$ cat config.mk
export PLATFORM = sky130hd
export DESIGN_NAME = if_id_skid_stage_flat
export DESIGN_NICKNAME = d
export VERILOG_FILES = /design/src/rtl/if_id_skid_stage_pkg.sv /design/src/rtl/if_id_skid_stage_if.sv /design/src/rtl/if_id_skid_stage_instr_field_split.sv /design/src/rtl/if_id_skid_stage.sv /design/src/flat_wrapper.sv
export SDC_FILE = /design/constraint.sdc
export NUM_CORES = 1
export LEC_CHECK = 0
export ABC_AREA = 1
export BUFFER_PORTS_ARGS = -buffer_cell sky130_fd_sc_hd__clkbuf_2
export CELL_PAD_IN_SITES_DETAIL_PLACEMENT = 2
export CELL_PAD_IN_SITES_GLOBAL_PLACEMENT = 2
export CORE_MARGIN = 5
export CORE_UTILIZATION = 28
export CTS_CLUSTER_DIAMETER = 200
export CTS_CLUSTER_SIZE = 14
export DETAILED_ROUTE_END_ITERATION = 12
export GPL_TIMING_DRIVEN = 0
export PLACE_DENSITY_LB_ADDON = 0.1
export SLEW_MARGIN = 40
export SYNTH_ARGS = -nofsm -noshare
export SYNTH_HDL_FRONTEND = slang
export SYNTH_HIERARCHICAL = 1
export SYNTH_SLANG_ARGS = --single-unit
$ cat constraint.sdc
create_clock -name clk -period 1.23 [get_ports clk]
set_input_delay 0 -clock clk [delete_from_list [all_inputs] [get_ports clk]]
set_output_delay 0 -clock clk [all_outputs]
set_load 0.02 [all_outputs]
$ cat src/rtl/if_id_skid_stage_pkg.sv
// ------------------------------------------------------------------
// mips_pipe_pkg : shared IF/ID field slices, NOP word, occupancy codes
// rev 1.0
// ------------------------------------------------------------------
`default_nettype none

package mips_pipe_pkg;

  localparam int OPC_HI   = 31;
  localparam int OPC_W    = 6;
  localparam int RS_HI    = 25;
  localparam int RT_HI    = 20;
  localparam int RD_HI    = 15;
  localparam int REG_W    = 5;
  localparam int FUNCT_HI = 5;
  localparam int FUNCT_W  = 6;
  localparam int IMM_HI   = 15;
  localparam int IMM_W    = 16;

  localparam logic [31:0] NOP_WORD = 32'h0000_0000;

  // State encoding doubles as the occupancy count.
  typedef enum logic [1:0] {
    OCC_EMPTY = 2'd0,
    OCC_ONE   = 2'd1,
    OCC_TWO   = 2'd2
  } occ_e;

endpackage

`default_nettype wire

$ cat src/rtl/if_id_skid_stage_if.sv
// ------------------------------------------------------------------
// if_id_skid_stage_if : fetch-side and decode-side handshake bundle
// rev 1.0
// ------------------------------------------------------------------
`default_nettype none

interface if_id_skid_stage_if #(
  parameter int ADDR_W  = 32,
  parameter int INSTR_W = 32
);

  logic               in_valid;
  logic               in_ready;
  logic [ADDR_W-1:0]  in_pc_plus4;
  logic [INSTR_W-1:0] in_instr;
  logic               out_valid;
  logic               out_ready;
  logic [ADDR_W-1:0]  out_pc_plus4;
  logic [5:0]         out_opcode;
  logic [4:0]         out_rs;
  logic [4:0]         out_rt;
  logic [4:0]         out_rd;
  logic [5:0]         out_funct;
  logic [15:0]        out_imm;
  logic [1:0]         occupancy;

  modport slave (
    input  in_valid, in_pc_plus4, in_instr, out_ready,
    output in_ready, out_valid, out_pc_plus4, out_opcode, out_rs, out_rt,
           out_rd, out_funct, out_imm, occupancy
  );

  modport master (
    output in_valid, in_pc_plus4, in_instr, out_ready,
    input  in_ready, out_valid, out_pc_plus4, out_opcode, out_rs, out_rt,
           out_rd, out_funct, out_imm, occupancy
  );

endinterface

`default_nettype wire

$ cat src/rtl/if_id_skid_stage_instr_field_split.sv
// ------------------------------------------------------------------
// instr_field_split : combinational MIPS field slicer on a 32-bit word
// rev 1.0
// ------------------------------------------------------------------
`default_nettype none

module instr_field_split
  import mips_pipe_pkg::*;
(
  input  logic [31:0] instr_i,
  output logic [5:0]  opcode_o,
  output logic [4:0]  rs_o,
  output logic [4:0]  rt_o,
  output logic [4:0]  rd_o,
  output logic [5:0]  funct_o,
  output logic [15:0] imm_o
);

  assign opcode_o = instr_i[OPC_HI   -: OPC_W];
  assign rs_o     = instr_i[RS_HI    -: REG_W];
  assign rt_o     = instr_i[RT_HI    -: REG_W];
  assign rd_o     = instr_i[RD_HI    -: REG_W];
  assign funct_o  = instr_i[FUNCT_HI -: FUNCT_W];
  assign imm_o    = instr_i[IMM_HI   -: IMM_W];

endmodule

`default_nettype wire

$ cat src/rtl/if_id_skid_stage.sv
// ------------------------------------------------------------------
// if_id_skid_stage : IF/ID valid/ready stage with optional skid entry
// rev 1.0
// ------------------------------------------------------------------
`default_nettype none

module if_id_skid_stage
  import mips_pipe_pkg::*;
#(
  parameter int ADDR_W  = 32,
  parameter int INSTR_W = 32,
  parameter int SKID    = 1
) (
  input  logic               clk,
  input  logic               rst_n,
  input  logic               flush,
  if_id_skid_stage_if.slave  bus
);

  occ_e               state_q;
  occ_e               state_d;
  logic [ADDR_W-1:0]  head_pc_q;
  logic [INSTR_W-1:0] head_instr_q;
  logic [ADDR_W-1:0]  skid_pc;
  logic [INSTR_W-1:0] skid_instr;
  logic               in_ready;
  logic               accept;
  logic               consume;
  logic               load_head_in;
  logic               load_head_skid;

  assign accept         = bus.in_valid & in_ready;
  assign consume        = (state_q != OCC_EMPTY) & bus.out_ready;
  assign load_head_in   = accept & ((state_q == OCC_EMPTY) | ((state_q == OCC_ONE) & consume));
  assign load_head_skid = (state_q == OCC_TWO) & consume;

  always_ff @(posedge clk or negedge rst_n) begin
    if (!rst_n) begin
      state_q <= OCC_EMPTY;
    end else begin
      state_q <= state_d;
    end
  end

  // ONE -> TWO only happens with SKID=1: without skid, accept implies consume.
  always_comb begin
    state_d = state_q;
    if (flush) begin
      state_d = OCC_EMPTY;
    end else begin
      case (state_q)
        OCC_EMPTY: if (accept) state_d = OCC_ONE;
        OCC_ONE: begin
          if (accept && !consume)      state_d = OCC_TWO;
          else if (!accept && consume) state_d = OCC_EMPTY;
        end
        OCC_TWO:   if (consume) state_d = OCC_ONE;
        default:   state_d = OCC_EMPTY;
      endcase
    end
  end

  always_comb begin
    bus.out_valid = (state_q != OCC_EMPTY);
    bus.occupancy = state_q;
  end

  always_ff @(posedge clk or negedge rst_n) begin
    if (!rst_n) begin
      head_pc_q    <= '0;
      head_instr_q <= INSTR_W'(NOP_WORD);
    end else if (flush) begin
      head_pc_q    <= '0;
      head_instr_q <= INSTR_W'(NOP_WORD);
    end else if (load_head_in) begin
      head_pc_q    <= bus.in_pc_plus4;
      head_instr_q <= bus.in_instr;
    end else if (load_head_skid) begin
      head_pc_q    <= skid_pc;
      head_instr_q <= skid_instr;
    end
  end

  generate
    if (SKID != 0) begin : g_skid
      logic [ADDR_W-1:0]  skid_pc_q;
      logic [INSTR_W-1:0] skid_instr_q;
      logic               in_ready_q;
      logic               load_skid;

      assign load_skid = accept & (state_q == OCC_ONE) & ~consume;

      always_ff @(posedge clk or negedge rst_n) begin
        if (!rst_n) begin
          skid_pc_q    <= '0;
          skid_instr_q <= INSTR_W'(NOP_WORD);
        end else if (flush) begin
          skid_pc_q    <= '0;
          skid_instr_q <= INSTR_W'(NOP_WORD);
        end else if (load_skid) begin
          skid_pc_q    <= bus.in_pc_plus4;
          skid_instr_q <= bus.in_instr;
        end
      end

      // Ready is a pure flop so decode stalls never reach fetch combinationally.
      always_ff @(posedge clk or negedge rst_n) begin
        if (!rst_n) begin
          in_ready_q <= 1'b0;
        end else begin
          in_ready_q <= (state_d != OCC_TWO);
        end
      end

      assign skid_pc    = skid_pc_q;
      assign skid_instr = skid_instr_q;
      assign in_ready   = in_ready_q;
    end else begin : g_no_skid
      logic ready_en_q;

      always_ff @(posedge clk or negedge rst_n) begin
        if (!rst_n) begin
          ready_en_q <= 1'b0;
        end else begin
          ready_en_q <= 1'b1;
        end
      end

      assign skid_pc    = '0;
      assign skid_instr = '0;
      assign in_ready   = ready_en_q & ((state_q == OCC_EMPTY) | bus.out_ready);
    end
  endgenerate

  assign bus.in_ready     = in_ready;
  assign bus.out_pc_plus4 = head_pc_q;

  instr_field_split u_split (
    .instr_i  (head_instr_q[31:0]),
    .opcode_o (bus.out_opcode),
    .rs_o     (bus.out_rs),
    .rt_o     (bus.out_rt),
    .rd_o     (bus.out_rd),
    .funct_o  (bus.out_funct),
    .imm_o    (bus.out_imm)
  );

endmodule

`default_nettype wire

$ cat src/flat_wrapper.sv
// flat-port wrapper written by rule: the top's interface ports become plain ports
module if_id_skid_stage_flat import mips_pipe_pkg::*;
#(
  parameter int ADDR_W  = 32,
  parameter int INSTR_W = 32,
  parameter int SKID    = 1
)
  (clk, rst_n, flush, bus_in_valid, bus_in_pc_plus4, bus_in_instr, bus_out_ready, bus_in_ready, bus_out_valid, bus_out_pc_plus4, bus_out_opcode, bus_out_rs, bus_out_rt, bus_out_rd, bus_out_funct, bus_out_imm, bus_occupancy);
  if_id_skid_stage_if #(.ADDR_W(ADDR_W), .INSTR_W(INSTR_W)) bus_i ();
  input  logic clk;
  input  logic rst_n;
  input  logic flush;
  input wire logic [$bits(bus_i.in_valid)-1:0] bus_in_valid;
  input wire logic [$bits(bus_i.in_pc_plus4)-1:0] bus_in_pc_plus4;
  input wire logic [$bits(bus_i.in_instr)-1:0] bus_in_instr;
  input wire logic [$bits(bus_i.out_ready)-1:0] bus_out_ready;
  output wire logic [$bits(bus_i.in_ready)-1:0] bus_in_ready;
  output wire logic [$bits(bus_i.out_valid)-1:0] bus_out_valid;
  output wire logic [$bits(bus_i.out_pc_plus4)-1:0] bus_out_pc_plus4;
  output wire logic [$bits(bus_i.out_opcode)-1:0] bus_out_opcode;
  output wire logic [$bits(bus_i.out_rs)-1:0] bus_out_rs;
  output wire logic [$bits(bus_i.out_rt)-1:0] bus_out_rt;
  output wire logic [$bits(bus_i.out_rd)-1:0] bus_out_rd;
  output wire logic [$bits(bus_i.out_funct)-1:0] bus_out_funct;
  output wire logic [$bits(bus_i.out_imm)-1:0] bus_out_imm;
  output wire logic [$bits(bus_i.occupancy)-1:0] bus_occupancy;
  assign bus_i.in_valid = bus_in_valid;
  assign bus_i.in_pc_plus4 = bus_in_pc_plus4;
  assign bus_i.in_instr = bus_in_instr;
  assign bus_i.out_ready = bus_out_ready;
  assign bus_in_ready = bus_i.in_ready;
  assign bus_out_valid = bus_i.out_valid;
  assign bus_out_pc_plus4 = bus_i.out_pc_plus4;
  assign bus_out_opcode = bus_i.out_opcode;
  assign bus_out_rs = bus_i.out_rs;
  assign bus_out_rt = bus_i.out_rt;
  assign bus_out_rd = bus_i.out_rd;
  assign bus_out_funct = bus_i.out_funct;
  assign bus_out_imm = bus_i.out_imm;
  assign bus_occupancy = bus_i.occupancy;
  if_id_skid_stage #(.ADDR_W(ADDR_W), .INSTR_W(INSTR_W), .SKID(SKID)) u_core (.clk(clk), .rst_n(rst_n), .flush(flush), .bus(bus_i));
endmodule
==> results of run 1 <==
==> synthesized netlist by cell type <==
cell type,n
buf_2,23
nand2_1,262
inv_2,2
inv_1,70
nor2_1,6
clkbuf_1,19
o21ai_0,62
a21oi_1,1
nand3_1,195
buf_4,56
nand4_1,1
nor2_2,1
buf_1,5
nor2_4,1
o21ai_1,3
dfrtp_1,131
nand2_2,1
==> power by group through the flow <==
stage / sequential [mW] / combinational (mW) / clock (mW)
6_report: 4.59 / 2.25 / 5.87
5_1_grt: 4.61 / 2.45 / 6.23
3_5_place_dp: 4.66 / 1.78 / 0
3_3_place_gp: 4.66 / 1.73 / 0
2_1_floorplan: 4.71 / 0.969 / 0
4_1_cts: 4.59 / 2.10 / 6.00
==> sequential cells by signal, summed over array words and instances (netlist names) <==
register,flops
u_core/bus.in_ready,1
u_core/bus.occupancy,2
u_core/bus.out_pc_plus4,32
u_core/head_instr_q,32
u_core/g_skid.skid_instr_q,32
u_core/g_skid.skid_pc_q,32
==> worst reg2reg max path: stages, from the launching register on <==
cell and delay, ns:
dfrtp_2 0.49, a21oi_4 0.27, nand2_2 0.16, buf_4 0.22
nand2_1 0.08, nand2_1 0.08, nand2_1 0.11, nand2_1 0.07
==> path summary, 6_finish.rpt <==
| kind | end | slack, ns | depth (start not counted) |
|---|---|---|---|
| min | u_core/bus.out_pc_plus4[1] | 0.06 | 5 |
| max in group asynchronous | u_core/g_skid.skid_pc_q[24] | 0.37 | 3 |
| min reg2reg | u_core/bus.out_pc_plus4[25] | 0.51 | 2 |
| max | u_core/head_instr_q[29] | -0.36 | 7 |
| min in group asynchronous | u_core/bus.out_pc_plus4[11] | 0.16 | 3 |
| max reg2reg | u_core/head_instr_q[29] | -0.36 | 7 |
==> cells by family after synthesis <==
logic type	after synthesis	share of synthesized area, %
simple gates	467	30.88
buf+inv	175	13.75
flops	131	50.31
compound gates	66	5.069
==> layout by cell type, fill, tap and decap left out, types with 2 or more instances in the layout <==
master	netlist	layout
buf_16	0	2
dlygate4sd3_1	0	67
inv_2	2	3
bufinv_16	0	5
clkinvlp_4	0	2
buf_8	0	15
nand3_2	0	2
buf_4	56	58
nand2_4	0	2
clkbuf_16	0	26
inv_4	0	2
clkbuf_2	0	145
buf_2	23	3
nand3_1	195	192
clkbuf_1	19	12
nand2_2	1	6
o21ai_0	62	8
buf_6	0	14
dfrtp_1	131	128
clkbuf_8	0	6
nand2_8	0	3
nand2_1	262	255
o21ai_2	0	17
dfrtp_2	0	3
buf_12	0	5
nor2_4	1	4
inv_6	0	2
inv_1	70	67
nor2_1	6	3
o21ai_1	3	40
==> stage by stage <==
step | TNS [ns] | hold WS, ns
floorplan | -6.646 | -0.2956
global placement | -351.47 | 0.2262
detailed placement | -47.31 | -0.1263
CTS | -27.06 | 0.005082
global route | -37.86 | 0.06065
finish | -27.56 | 0.05984
==> layer usage <==
metal	vias up	GRT usage [%]	part of all wire (%)
met5	-	0	0
met4	0	5.299	1.2
met3	25	2.759	2.8
met2	114	34.29	52
met1	3281	23.03	44
li1	3163	-	-
==> what timing repair did <==
action	CTS	global route
endpoints found under the hold margin	261	0
hold buffers	68	0
cloned	3	8
pin swaps	4	4
gates resized for setup	82	98
setup buffers	3	4
setup endpoints to repair	132	146
==> final cells by class <==
type	count	area [um2]
fill	2537	12870
sequential	131	3282
buffer	103	958.4
timing repair buffer	232	1773
inverter	72	275.3
multi-input combinational	536	2550
clock buffer	21	480.5
clock inverter	11	196.4
tap	313	391.6
==> run metrics, run 1 <==
Non-Filler Instances 1419; Pleak 5.470 nW; final setup fails 131; critical path, cell by cell a21oi_4 > nand2_2 > buf_4 > nand2_1 > nand2_1 > nand2_1 > nand2_1; Final ANT Viol Nets 0; Placeable Area 22780 um2; synthesized cell area 6516 um2; Final WS setup -0.3554 ns; number of global-route vias before repair 7318; Final nets 1162; sw power 3.460 mW; number of diodes 0; sequential power share 36.1%; Worst setup EP type flip-flop; Yosys reg bits 131; worst min path class in2reg; skew final 0.009861 ns; post-layout util 43.49%; clk_lat worst skew 0.42 ns; routability cong. 0.7101; Worst EP required 1.53 ns; post-synth top area cell dfrtp_1; worst hold start flush; Setup crit start u_core/bus.occupancy[0]; initial antenna violation count 0; Post-DP Area 7786 um2; critical path class reg2reg; num rows 55; sequential share of the synthesized area 50.31%; largest net degree at the start of global routing 61; Design Power 12.71 mW; status complete, but fails checks; max_cap viols 0; # placed instances 1301; Pre-antenna DRT Iters 4; Pint 9.254 mW; Area Growth Syn to Fin 52.04%; GRT Total Usage 18.78%; Sink Count 131; Power Dens Cells 1283 nW/um2; most used cell, CP nand2_1; gr ovfl total 0; syn_nets 908; clock network power share 46.2%; synth warn 6; slowest CP cell dfrtp_2; Post-Syn Instances 839; max_slew headroom 54.07%; Die ar. 26420 um2; DP Wirelength 16050 um; Worst Tran Pin Value 0.6889 ns; post-synth top area share 50.31%; Sw Share 27.22%; CP Launch Type flip-flop; DP Worst Slack -0.4913 ns; fmax 0.6307 GHz; IO Port Bufs 147; Root Buffer clkbuf_16; DIE WIDTH 162.6 um; Final Hold Violating Endpoints 0; total CTS buffers 17; Final Instance Area 9907 um2; Max Root-Sink Buffers 2; RSZ-0062 raised after global routing yes; first-pass GRT wire length 39270 um; Initial Util 28.61%; Buffers & Inverters on Critical Path 1; combinational share of power 17.7%; Post-Route WL 25520 um; I/O pins 148; FF-to-FF Start u_core/bus.occupancy[0]; Top Family by Delay on Critical Path simple AND/OR/NAND/NOR gates; Mean Syn Cell Area 7.767 um2; final period utilization 128.9%; synth top area cells dfrtp_1 50%, nand2_1 15%, nand3_1 15%, buf_4 6.5%, o21ai_0 4.8%; Vias 6583; Slowest Stage Delay on Critical Path 0.49 ns; min cycle time layout 1.585 ns; post-DR vias/cell 4.639; Clock transition at path regs 0.06 ns; DR WL/cell 17.99 um; Die H 162.6 um; synth unique cells 17; share of layout cells above drive strength 1 29.93%; H-tree levels 4; drc violations 0; CTS tree built; crit-path max FO 10; crit path DAT 1.89 ns; DR iter-0 viols 227; failing checks setup timing; Peak VDD IR 0.0007775 V; max-slew violation count 0
No activity file was read; power rests on OpenSTA's default activity.
==> run 2, diff against run 1 <==
Settings changed: PLACE_DENSITY set to 0.81, PLACE_DENSITY_LB_ADDON 0.1 to unset.
==> run 2 against run 1 <==
The flow still finishes with violations (setup timing). Global-route usage is 1.5 points higher. Flip-flop and latch count stayed put. Non-clock buffer count is 3 higher. Hold slack worse by 0.029 ns. Register-to-register slack better by 0.06 ns. Fmax is 4.1% higher. First-iteration DRC count stayed put. Sequential power hardly changed. Largest cell class unchanged. Largest power group unchanged.
==> run metrics, run 2 (same netlist as run 1, synthesis figures left out) <==
M2 GR Usage 36.28%; Initial Util 28.61%; number of diodes 0; max_cap viols 0; Worst Tran Pin Value 0.6674 ns; final period utilization 123.8%; drc violations 0; H-tree levels 4; GRT Total Usage 20.25%; RSZ-0062 raised after global routing yes; IO Port Bufs 147; Clock transition at path regs 0.06 ns; I/O pins 148; met1 usage 25.21%; # placed instances 1301; Pleak 5.576 nW; Non-Filler Instances 1420; DIE WIDTH 162.6 um; fmax 0.6568 GHz; Max Root-Sink Buffers 2; min cycle time layout 1.523 ns; FF-to-FF path depth 9; Final WS setup -0.2925 ns; failing checks setup timing; Post-Route WL 27400 um; total CTS buffers 17; most common cell after layout, fill and taps aside nand2_1; Post-DP Area 7786 um2; Final Hold Violating Endpoints 0; WHS 0.03086 ns; initial antenna violation count 1; post-layout util 43.97%; DR iter-0 viols 227; Die ar. 26420 um2; sequential power share 38.6%; combinational share of power 20.8%; Design Power 11.90 mW; clock network power share 40.6%; DP Wirelength 16740 um; commonest non-fill, non-tap cells in the layout 209 x nand2_1, 192 x nand3_1, 146 x clkbuf_2; status complete, but fails checks; FF-to-FF Start u_core/bus.occupancy[0]; critical path class reg2reg; R2R Setup Slk -0.29 ns; CTS tree built; clk_lat worst skew 0.42 ns; Vias 6784; FILL cells 2501; Worst EP required 1.59 ns; Area Growth Syn to Fin 53.69%; crit-path max FO 6; Pint 8.340 mW; Peak VDD IR 0.0008708 V; gr ovfl total 0; share of layout cells above drive strength 1 35.68%; number of global-route vias before repair 7732; DP Worst Slack -0.4449 ns; sw power 3.565 mW; Worst setup EP type flip-flop; crit path DAT 1.88 ns; Power Dens Cells 1189 nW/um2; Root Buffer clkbuf_16; Pre-antenna DRT Iters 4; Final ANT Viol Nets 0; routability cong. 0.7669; post-DR vias/cell 4.777; largest net degree at the start of global routing 58; Die H 162.6 um; TNS Setup -27.29 ns; final setup fails 131; max-slew violation count 0; DR WL/cell 19.30 um; first-pass GRT wire length 42410 um; CP Launch Type flip-flop; global routing's busiest layer met2; max_slew headroom 55.51%; Placeable Area 22780 um2; worst r2r dst u_core/head_instr_q[2]; num rows 55; skew final 0.007533 ns; worst min path class in2async; Final Instance Area 10010 um2; Sink Count 131; Sw Share 29.95%; Final nets 1163; Global Route met3 Usage 3.442%
==> run 2: changes by cell type in the layout (fill, tap and decap cells not counted), moves of 2 or more <==
cell | before | now
bufinv_16 | 5 | 1
clkinv_4 | 1 | 4
nand2_2 | 6 | 38
nand2_1 | 255 | 209
clkinv_2 | 1 | 7
inv_6 | 2 | 0
o21ai_2 | 17 | 31
clkbuf_8 | 6 | 3
o21ai_1 | 40 | 25
buf_6 | 14 | 21
nand2_8 | 3 | 1
nand2_4 | 2 | 16
==> run 2: worst max-delay path by stage <==
| stage | to | start | slack (ns) | cells after the start |
|---|---|---|---|---|
| finish | u_core/head_instr_q[2] | u_core/bus.occupancy[0] | -0.29 | 9 |
| floorplan | u_core/bus.out_pc_plus4[10] | u_core/bus.in_ready | -0.07 | 9 |
| global placement | u_core/bus.in_ready | rst_n | -2.57 | 1 |
| detailed placement | u_core/g_skid.skid_pc_q[13] | u_core/bus.occupancy[1] | -0.44 | 7 |
| global route | u_core/bus.out_pc_plus4[13] | u_core/bus.occupancy[0] | -0.35 | 8 |
| CTS | u_core/head_instr_q[0] | u_core/bus.occupancy[0] | -0.26 | 7 |
==> run 2: what timing repair did <==
action                                  4_1_cts  5_1_grt
endpoints found under the setup margin      132      132
hold buffers                                 66        0
gates resized for setup                     153      111
buffers inserted                              8        7
hold endpoints to repair                    256        0
pin swaps                                     5       13
gates cloned                                  2        5
==> run 2: critical path, cell delays in order, from the launching register on <==
cell,delay (ns)
dfrtp_2,0.47
nor2_4,0.18
nand2_4,0.08
nand2_4,0.09
nor2_4,0.05
nor2_4,0.14
buf_12,0.17
buf_8,0.15
nand2_1,0.06
nand2_1,0.06
==> run 2: layout make-up <==
type / count / area [um2] / area share, %
buffer: 103 / 1003 / 10.02
clock buffer: 18 / 439.2 / 4.385
clock inverter: 14 / 115.1 / 1.149
inverter: 72 / 275.3 / 2.749
multi-input combinational: 534 / 2748 / 27.44
sequential: 131 / 3282 / 32.77
tap: 313 / 391.6 / 3.911
timing repair buffer: 235 / 1760 / 17.58
==> run 2: routing by layer <==
metal  wire [um]  share of wire [%]  vias to the layer above
met5           7              0.026                        -
met4         382                1.4                        2
met3         755                2.8                       28
met2       14460                 53                      130
met1       11800                 43                     3474
li1            -                  -                     3150
==> run 2: power groups by stage <==
| stage | Combinational (mW) | Clock [mW] | Sequential, mW |
|---|---|---|---|
| 6_report | 2.47 | 4.83 | 4.60 |
| 3_3_place_gp | 1.73 | 0 | 4.66 |
| 5_1_grt | 2.67 | 5.16 | 4.62 |
| 3_5_place_dp | 1.80 | 0 | 4.67 |
| 4_1_cts | 2.20 | 4.97 | 4.60 |
| 2_1_floorplan | 0.969 | 0 | 4.71 |
==> run 3, diff against run 2 <==
Settings changed: CORE_ASPECT_RATIO set to 1.75, SKIP_CTS_REPAIR_TIMING set to 1.
==> run 3 against run 2 <==
Largest power group unchanged. Largest cell class unchanged. Highest routed layer is now met4. Clock power up 2%. Fmax down 0.22%. The run still ends with setup timing left. Global-route usage down 2.1 points. Register-to-register slack about the same.
==> run metrics, run 3 (same netlist as run 1, synthesis figures left out) <==
failing checks setup timing; WHS 0.02301 ns; Slowest Stage Delay on Critical Path 0.48 ns; routability cong. 0.7776; critical path class reg2reg; slowest CP cell dfrtp_2; fmax 0.6554 GHz; Root Buffer clkbuf_16; Pre-antenna DRT Iters 4; RSZ-0062 raised after global routing yes; Non-Filler Instances 1396; Worst setup EP type flip-flop; skew final 0.007301 ns; most used cell, CP nor2_4; initial antenna violation count 0; clk_lat worst skew 0.43 ns; hold path endpoint u_core/bus.occupancy[1]; Worst Tran Pin Value 0.7255 ns; CTS tree built; most common cell after layout, fill and taps aside nand2_1; worst min path class in2reg; Placeable Area 23150 um2; Final Instance Area 9350 um2; DP Worst Slack -0.5538 ns; DR WL/cell 18.88 um; CP Launch Type flip-flop; critical path, cell by cell nor2_4 > nand2_2 > nand2_2 > nor2_4 > nor2_4 > buf_12 > buf_6 > nand2_1 > nand2_1; post-layout util 40.39%; DR iter-0 viols 190; Initial Util 28.15%; commonest non-fill, non-tap cells in the layout 257 x nand2_1, 194 x nand3_1, 146 x clkbuf_2; worst hold start bus_out_ready; max-slew violation count 0; Max Root-Sink Buffers 2; Final ANT Viol Nets 0; max_cap viols 0; Die ar. 26540 um2; Top Family by Delay on Critical Path simple AND/OR/NAND/NOR gates; DIE WIDTH 125.3 um; gr ovfl total 0; crit path DAT 1.88 ns; FF-to-FF path depth 9; Pleak 5.230 nW; Sink Count 131; num rows 74; Post-DP Area 7767 um2; Peak VDD IR 0.0006304 V; min cycle time layout 1.526 ns; Post-Route WL 26350 um; share of layout cells above drive strength 1 28.48%; total CTS buffers 17; Final Hold Violating Endpoints 0; Final nets 1148; Die H 211.8 um; # placed instances 1292; largest net degree at the start of global routing 62; FF-to-FF Start u_core/bus.occupancy[1]; GRT Total Usage 18.18%; Vias 6589; drc violations 0; worst r2r dst u_core/bus.out_pc_plus4[22]; crit-path max FO 10; Worst EP required 1.59 ns; number of global-route vias before repair 7119; Final WS setup -0.2958 ns; IO Port Bufs 147; first-pass GRT wire length 38010 um; max_slew headroom 51.64%; status complete, but fails checks; Buffers & Inverters on Critical Path 2; worst hold path depth 4; DP Wirelength 17400 um; I/O pins 148; H-tree levels 4; R2R Setup Slk -0.30 ns; post-DR vias/cell 4.720; final period utilization 124.0%; number of diodes 0; final setup fails 130; Clock transition at path regs 0.05 ns; Power Dens Cells 1246 nW/um2; Area Growth Syn to Fin 43.49%
-- run 3: cell count changes in the layout (fill, tap and decap cells not counted), moves of 9 or more --
cell / before / now
buf_8: 14 / 4
clkbuf_16: 26 / 17
nand2_1: 209 / 257
nand2_2: 38 / 3
nand2_4: 16 / 3
o21ai_1: 25 / 34
o21ai_2: 31 / 18
-- run 3: through the flow --
stage	total power, mW	setup TNS [ns]
floorplan	5.680	-6.646
global placement	6.388	-346.90
detailed placement	6.461	-54.74
CTS	11.47	-56.98
global route	12.23	-34.82
finish	11.65	-24.44
-- run 3: worst reg2reg max path: stages, from the launching register on --
cell     delay, ns
dfrtp_2       0.48
nor2_4        0.15
nand2_2       0.06
nand2_2       0.09
nor2_4        0.06
nor2_4        0.14
buf_12        0.16
buf_6         0.15
nand2_1       0.09
nand2_1       0.08
-- run 3: layer usage --
| metal | global-route usage [%] | up-vias | share of wire [%] |
|---|---|---|---|
| li1 | - | 3115 | - |
| met1 | 18.49 | 3295 | 36 |
| met2 | 36.57 | 129 | 58 |
| met3 | 3.711 | 50 | 2.9 |
| met4 | 5.576 | 0 | 2.9 |
| met5 | 0 | - | 0 |
-- run 3: where the power goes --
part           switching [mW]  internal (mW)  total (mW)
Clock                    1.88           3.04        4.92
Combinational            1.27          0.850        2.12
Sequential              0.120           4.48        4.60
-- run 3: worst max-delay path by stage --
stage                            start                     endpoint  cells after the start
4_1_cts        u_core/bus.occupancy[1]  u_core/g_skid.skid_pc_q[15]                      7
2_1_floorplan      u_core/bus.in_ready  u_core/bus.out_pc_plus4[10]                      9
3_5_place_dp   u_core/bus.occupancy[1]  u_core/g_skid.skid_pc_q[13]                      7
5_1_grt        u_core/bus.occupancy[1]  u_core/bus.out_pc_plus4[22]                      9
6_report       u_core/bus.occupancy[1]  u_core/bus.out_pc_plus4[22]                      9
3_3_place_gp                     rst_n          u_core/bus.in_ready                      1
-- run 3: layout make-up --
| class | instances | area, um2 |
|---|---|---|
| Timing Repair Buffer | 222 | 1536 |
| Clock buffer | 28 | 516.7 |
| Sequential cell | 131 | 3282 |
| Multi-Input combinational cell | 533 | 2476 |
| Inverter | 72 | 272.8 |
| Tap cell | 304 | 380.4 |
| Buffer | 102 | 840.8 |
| Clock inverter | 4 | 45.04 |
| Fill cell | 2670 | 13800 |
